==> src/rtl/gpio_bank.sv <==
// gpio_bank: parametrised GPIO bank with input sync, debounce, edge flags and level irq
// Ports:
//    clk, reset          clock, asynchronous active-high reset
//    sel[6:0]            1-hot select: OUT, DIR, IN, RISE_EN, FALL_EN, FLAGS, IRQ_EN
//    wstrb, rstrb        write / read strobes qualified by sel
//    wdata, rdata        32-bit bus data; rdata is loaded on rstrb and held
//    pin_in              raw asynchronous pad inputs
//    pin_out, pin_dir    pad output values and output enables (1 = drive)
//    irq                 registered OR of FLAGS & IRQ_EN
module gpio_bank #(
   parameter int WIDTH       = 8,
   parameter int SYNC_STAGES = 2,
   parameter int DEBOUNCE    = 1,
   parameter int DEB_DIV     = 50000
) (
   input  logic             clk,
   input  logic             reset,
   input  logic [6:0]       sel,
   input  logic             wstrb,
   input  logic             rstrb,
   input  logic [31:0]      wdata,
   output logic [31:0]      rdata,
   input  logic [WIDTH-1:0] pin_in,
   output logic [WIDTH-1:0] pin_out,
   output logic [WIDTH-1:0] pin_dir,
   output logic             irq
);
   localparam int CW = DEB_DIV > 1 ? $clog2(DEB_DIV) : 1;
   logic [CW-1:0]    pre_q, pre_d;
   logic [WIDTH-1:0] sync_q [SYNC_STAGES];
   logic [WIDTH-1:0] h0_q, h0_d, h1_q, h1_d, deb_q, deb_d, deb_prev_q;
   logic [WIDTH-1:0] out_q, out_d, dir_q, dir_d, rise_en_q, rise_en_d;
   logic [WIDTH-1:0] fall_en_q, fall_en_d, flags_q, flags_d, irq_en_q, irq_en_d;
   logic [31:0]      rdata_q, rdata_d;
   logic             irq_q, irq_d, tick;
   logic [WIDTH-1:0] sync, wd, eq, set, rd;

   if (WIDTH < 32) begin : g_hi
      logic unused_hi;
      assign unused_hi = ^wdata[31:WIDTH];
   end

   always_comb begin
      sync      = sync_q[SYNC_STAGES-1];
      wd        = wdata[WIDTH-1:0];
      tick      = pre_q == CW'(DEB_DIV - 1);
      pre_d     = tick ? '0 : pre_q + CW'(1);
      h0_d      = tick ? sync : h0_q;
      h1_d      = tick ? h0_q : h1_q;
      // pins whose new sample agrees with both stored samples
      eq        = ~(sync ^ h0_q) & ~(sync ^ h1_q);
      deb_d     = DEBOUNCE == 0 ? sync : tick ? (eq & sync) | (~eq & deb_q) : deb_q;
      out_d     = wstrb & sel[0] ? wd : out_q;
      dir_d     = wstrb & sel[1] ? wd : dir_q;
      rise_en_d = wstrb & sel[3] ? wd : rise_en_q;
      fall_en_d = wstrb & sel[4] ? wd : fall_en_q;
      irq_en_d  = wstrb & sel[6] ? wd : irq_en_q;
      set       = (deb_q & ~deb_prev_q & rise_en_q) | (~deb_q & deb_prev_q & fall_en_q);
      // set is OR-ed after the clear so a same-cycle edge wins
      flags_d   = (flags_q & ~(wstrb & sel[5] ? wd : '0)) | set;
      irq_d     = |(flags_q & irq_en_q);
      rd        = (sel[0] ? out_q : '0) | (sel[1] ? dir_q : '0) | (sel[2] ? deb_q : '0) |
                  (sel[3] ? rise_en_q : '0) | (sel[4] ? fall_en_q : '0) |
                  (sel[5] ? flags_q : '0) | (sel[6] ? irq_en_q : '0);
      rdata_d   = rstrb ? 32'(rd) : rdata_q;
   end

   always_ff @(posedge clk or posedge reset) begin
      if (reset) begin
         for (int i = 0; i < SYNC_STAGES; i++) sync_q[i] <= '0;
         pre_q      <= '0;
         h0_q       <= '0;
         h1_q       <= '0;
         deb_q      <= '0;
         deb_prev_q <= '0;
         out_q      <= '0;
         dir_q      <= '0;
         rise_en_q  <= '0;
         fall_en_q  <= '0;
         flags_q    <= '0;
         irq_en_q   <= '0;
         rdata_q    <= '0;
         irq_q      <= 1'b0;
      end else begin
         sync_q[0] <= pin_in;
         for (int i = 1; i < SYNC_STAGES; i++) sync_q[i] <= sync_q[i-1];
         pre_q      <= pre_d;
         h0_q       <= h0_d;
         h1_q       <= h1_d;
         deb_q      <= deb_d;
         deb_prev_q <= deb_q;
         out_q      <= out_d;
         dir_q      <= dir_d;
         rise_en_q  <= rise_en_d;
         fall_en_q  <= fall_en_d;
         flags_q    <= flags_d;
         irq_en_q   <= irq_en_d;
         rdata_q    <= rdata_d;
         irq_q      <= irq_d;
      end
   end

   assign rdata   = rdata_q;
   assign pin_out = out_q;
   assign pin_dir = dir_q;
   assign irq     = irq_q;
endmodule

==> config.mk <==
export PLATFORM = sky130hd
export DESIGN_NAME = gpio_bank
export DESIGN_NICKNAME = d
export VERILOG_FILES = /design/src/rtl/gpio_bank.sv
export SDC_FILE = /design/constraint.sdc
export NUM_CORES = 1
export LEC_CHECK = 0
export BUFFER_PORTS_ARGS = -buffer_cell sky130_fd_sc_hd__buf_2
export CAP_MARGIN = 10
export CORE_UTILIZATION = 59
export CTS_CLUSTER_DIAMETER = 200
export DETAILED_ROUTE_END_ITERATION = 16
export GPL_ROUTABILITY_DRIVEN = 0
export HOLD_SLACK_MARGIN = 0.06
export PLACE_DENSITY = 0.93
export SLEW_MARGIN = 20
export SYNTH_ARGS = -nofsm -noshare
export SYNTH_HDL_FRONTEND = slang
export SYNTH_SLANG_ARGS = --single-unit
==> constraint.sdc <==
create_clock -name clk -period 8.9 [get_ports clk]
set_input_delay 0.445 -clock clk [delete_from_list [all_inputs] [get_ports clk]]
set_output_delay 0.445 -clock clk [all_outputs]
set_load 0.02 [all_outputs]
==> reports/qor.yml <==
worst_setup_path:
  timing.reg2reg.setup_slack_ns: 6.75
  worst_setup_path_start_kind: "flop"
  crit_fanout: 25
  reg2regPathDepth: 5
  worst_setup_path_end_kind: "flop"
  timing.rr.start: "pre_q[0]"
  worstSetupPathType: "reg2reg"
  cp.arrival_ns: 2.54
  timing.critical_path.required_ns: 9.29
floorplan:
  row_count: 33
  floorplan.initialDensity: 0.615
  floorplan.core_area_sq_mm: 0.00826
  overall_die_area_sq_mm: 0.00898
  die_x_um: 94.8
  die_height_um: 94.8
  pin_count: 100
cells_and_area:
  insertedDiodeCount: 0
  num-fill-cells: 537
  net_count_of_the_finished_layout: 545
  layout-drive-gt1-share: 0.267
  utilization: 0.730
  instances_no_fill: 611
  layout.cell_area.non_filler_sq_mm: 0.00603
  area_delta_synth_final_pct: 18.7
power:
  pwr_density_cell_mw_per_mm2: 247
  cellLeakagePower_nw: 2.82
  power.total_mw: 1.49
  max-vdd-ir-drop_uv: 158
sta:
  worst-slew-pin-transition_ns: 0.871
  final_critical_path_setup_slack_ns: 6.75
  timing.max_slew.rel_slack: 0.419
  achievable-frequency_mhz: 465
  final_layout_worst_hold_slack_ns: 0.248
  fin_crit_ns: 2.15
  rsz0062_at_grt: "false"
  timing.setup.tns_ns: 0
  clock-skew-final_ns: 0.00611
  finalSetupViolCount: 0
  timing_hold_violations_final: 0
  drv_slew: 0
  timing.final.crit_share: 0.242
detailed_routing:
  routed_wirelength_um: 11400
  routed_wire_length_per_instance_um: 18.6
  drt-vias-per-instance: 6.10
  drtIter0Drc: 309
  route.antenna.remaining_nets: 0
  route.detailed.drc: 0
  first_pass_iters: 5
  via_count: 3725
grt:
  grt_antenna_before_repair: 0
  grtUsageTotal: 0.284
  grt_pass1_wl_um: 18500
  first_global_vias: 3675
  grt_overflow: 0
  grt_max_degree: 71
synthesis:
  synth-seq-cells: 121
  synth.most_common_cell: "sky130_fd_sc_hd__dfrtp_1"
  synth_top_area_cell: "sky130_fd_sc_hd__dfrtp_1"
  netlist_area_sq_mm: 0.00508
  synth.area.top_cells: "sky130_fd_sc_hd__dfrtp_1, sky130_fd_sc_hd__mux2_2, sky130_fd_sc_hd__nand2_1"
  synth.yosys.seq_area_share: 0.596
  ys_top_cells_by_count: "sky130_fd_sc_hd__dfrtp_1, sky130_fd_sc_hd__nand2_1, sky130_fd_sc_hd__mux2_2, sky130_fd_sc_hd__buf_4, sky130_fd_sc_hd__nor2_1"
  synthDistinctLibCells: 42
  postSynth.topFlopCell: "sky130_fd_sc_hd__dfrtp_1"
  synth.avg_cell_area_sq_um: 11.8
  synthArstFlopShare: 1.00
  syn-instance-count: 432
  yosys_warnings: 0
  synth_enable_flop_cells: 0
  synth_largest_type_area_fraction: 0.596
placement:
  dpl_cell_area_sq_mm: 0.00528
  dpl.hpwl_um: 6780
  port_buffer_count: 51
  placedCellCount: 570
  detailedPlace.worstSlack_ns: 6.63
run:
  maxCapViolations: 0
clocking:
  ctsLongestPathBuffers: 2
  clk_root_buffer_cell: "sky130_fd_sc_hd__clkbuf_8"
  cts-buffers-inserted: 17
  clkLatencyLatePin_ns: 0.52
  tritoncts: "yes"
  worst_setup_hold_path_clk_slew_ns: 0.06
  clock_tree.htree_level_count: 4
  clock_sink_count: 121
outcome:
  status: "completed"
min_path:
  origin_of_the_worst_min_delay_path: "wdata[2]"
  worst_hold_path.num_cells: 2
  hold_path_end: "pin_dir[2]"
  hold_class: "in2reg"
cell usage in the layout, fill, tap and decap left out, types with 2 or more instances in the layout:
cell | netlist | final
sky130_fd_sc_hd__clkinv_4 | 0 | 2
sky130_fd_sc_hd__nand3_1 | 8 | 8
sky130_fd_sc_hd__dlygate4sd3_1 | 0 | 9
sky130_fd_sc_hd__nor2_1 | 24 | 24
sky130_fd_sc_hd__nor4_1 | 8 | 8
sky130_fd_sc_hd__nor4b_2 | 2 | 2
sky130_fd_sc_hd__nor3_1 | 9 | 9
sky130_fd_sc_hd__and3_1 | 2 | 2
sky130_fd_sc_hd__clkinv_2 | 0 | 2
sky130_fd_sc_hd__nand3b_1 | 3 | 3
sky130_fd_sc_hd__clkinvlp_4 | 0 | 2
sky130_fd_sc_hd__nand2_2 | 2 | 2
sky130_fd_sc_hd__a22oi_1 | 20 | 20
sky130_fd_sc_hd__nand4_1 | 3 | 3
sky130_fd_sc_hd__nand2_1 | 80 | 80
sky130_fd_sc_hd__buf_2 | 3 | 51
sky130_fd_sc_hd__bufinv_16 | 0 | 5
sky130_fd_sc_hd__clkbuf_16 | 0 | 16
sky130_fd_sc_hd__clkbuf_8 | 1 | 4
sky130_fd_sc_hd__mux2_2 | 40 | 40
sky130_fd_sc_hd__o22ai_1 | 5 | 5
sky130_fd_sc_hd__o211ai_1 | 3 | 3
sky130_fd_sc_hd__conb_1 | 1 | 24
sky130_fd_sc_hd__a21o_1 | 5 | 5
sky130_fd_sc_hd__xnor2_1 | 7 | 7
sky130_fd_sc_hd__dfrtp_1 | 121 | 121
sky130_fd_sc_hd__a31oi_1 | 8 | 8
sky130_fd_sc_hd__xor2_1 | 5 | 5
sky130_fd_sc_hd__a41oi_1 | 8 | 8
sky130_fd_sc_hd__and4_4 | 2 | 2
sky130_fd_sc_hd__a222oi_1 | 8 | 8
registers in the layout, summed over array words and instances (netlist names), named ones only:
register and flops:
rise_en_q 8, pin_dir 8, pre_q 16, sync 8, h0_q 8, fall_en_q 8
deb_prev_q 8, flags_q 8, pin_out 8, h1_q 8, irq_en_q 8, sync_q 8
rdata 8, irq 1
worst max-delay path by stage:
stage	slack, ns	cells after the start	startpoint	to
after floorplan	5.24	1	reset	asynchronous set/reset pin
after global placement	6.77	4	pre_q[4]	flop
after detailed placement	6.63	4	pre_q[4]	flop
after CTS	6.57	4	pre_q[4]	flop
after global routing	6.52	5	pre_q[0]	flop
final	6.75	5	pre_q[0]	flop
power by group:
group | switching (mW) | internal (mW)
sequential | 0.0298 | 0.588
clock | 0.235 | 0.505
combinational | 0.0813 | 0.0526
total | 0.346 | 1.15
layout make-up:
| type | count | area [sq um] | share of cell area |
|---|---|---|---|
| multi-input combinational | 290 | 1850 | 0.307 |
| sequential | 121 | 3030 | 0.502 |
| inverter | 2 | 10.0 | 0.00166 |
| tap | 105 | 131 | 0.0218 |
| timing repair buffer | 61 | 353 | 0.0585 |
| clock inverter | 11 | 193 | 0.0320 |
| clock buffer | 21 | 459 | 0.0762 |
worst max-delay path, cell delays in order, from the launching register on:
cell and delay (ns):
sky130_fd_sc_hd__dfrtp_1 0.41, sky130_fd_sc_hd__ha_1 0.22, sky130_fd_sc_hd__and3_1 0.33, sky130_fd_sc_hd__nand4_2 0.55, sky130_fd_sc_hd__nor4_1 0.41, sky130_fd_sc_hd__nor3_1 0.10
timing repair:
item	CTS	global route
endpoints found under the setup margin	0	0
hold buffers	9	0
gates resized for setup	0	0
endpoints found under the hold margin	59	0
setup buffers	0	0
layer usage:
layer	track usage	vias up	routed length, um
met2	0.468	185	5750
met5	0	-	0
met3	0.0757	49	865
met1	0.337	1859	4320
met4	0.160	0	457
li1	-	1632	-
logic make-up (layout without fill, tap and decap cells):
kind of cell / count (synthesis) / count (layout) / synth area share
xor gates and xnor gates: 12 / 12 / 0.0207
AOI/OAI and AO/OA: 60 / 60 / 0.0912
other: 1 / 24 / 0.000739
muxes: 40 / 40 / 0.0887
adders and majority gates: 1 / 1 / 0.00246
and+or+nand+nor: 153 / 153 / 0.144
buffers and inverters: 44 / 95 / 0.0559
DFF: 121 / 121 / 0.596
(Power assumes the default switching activity.)
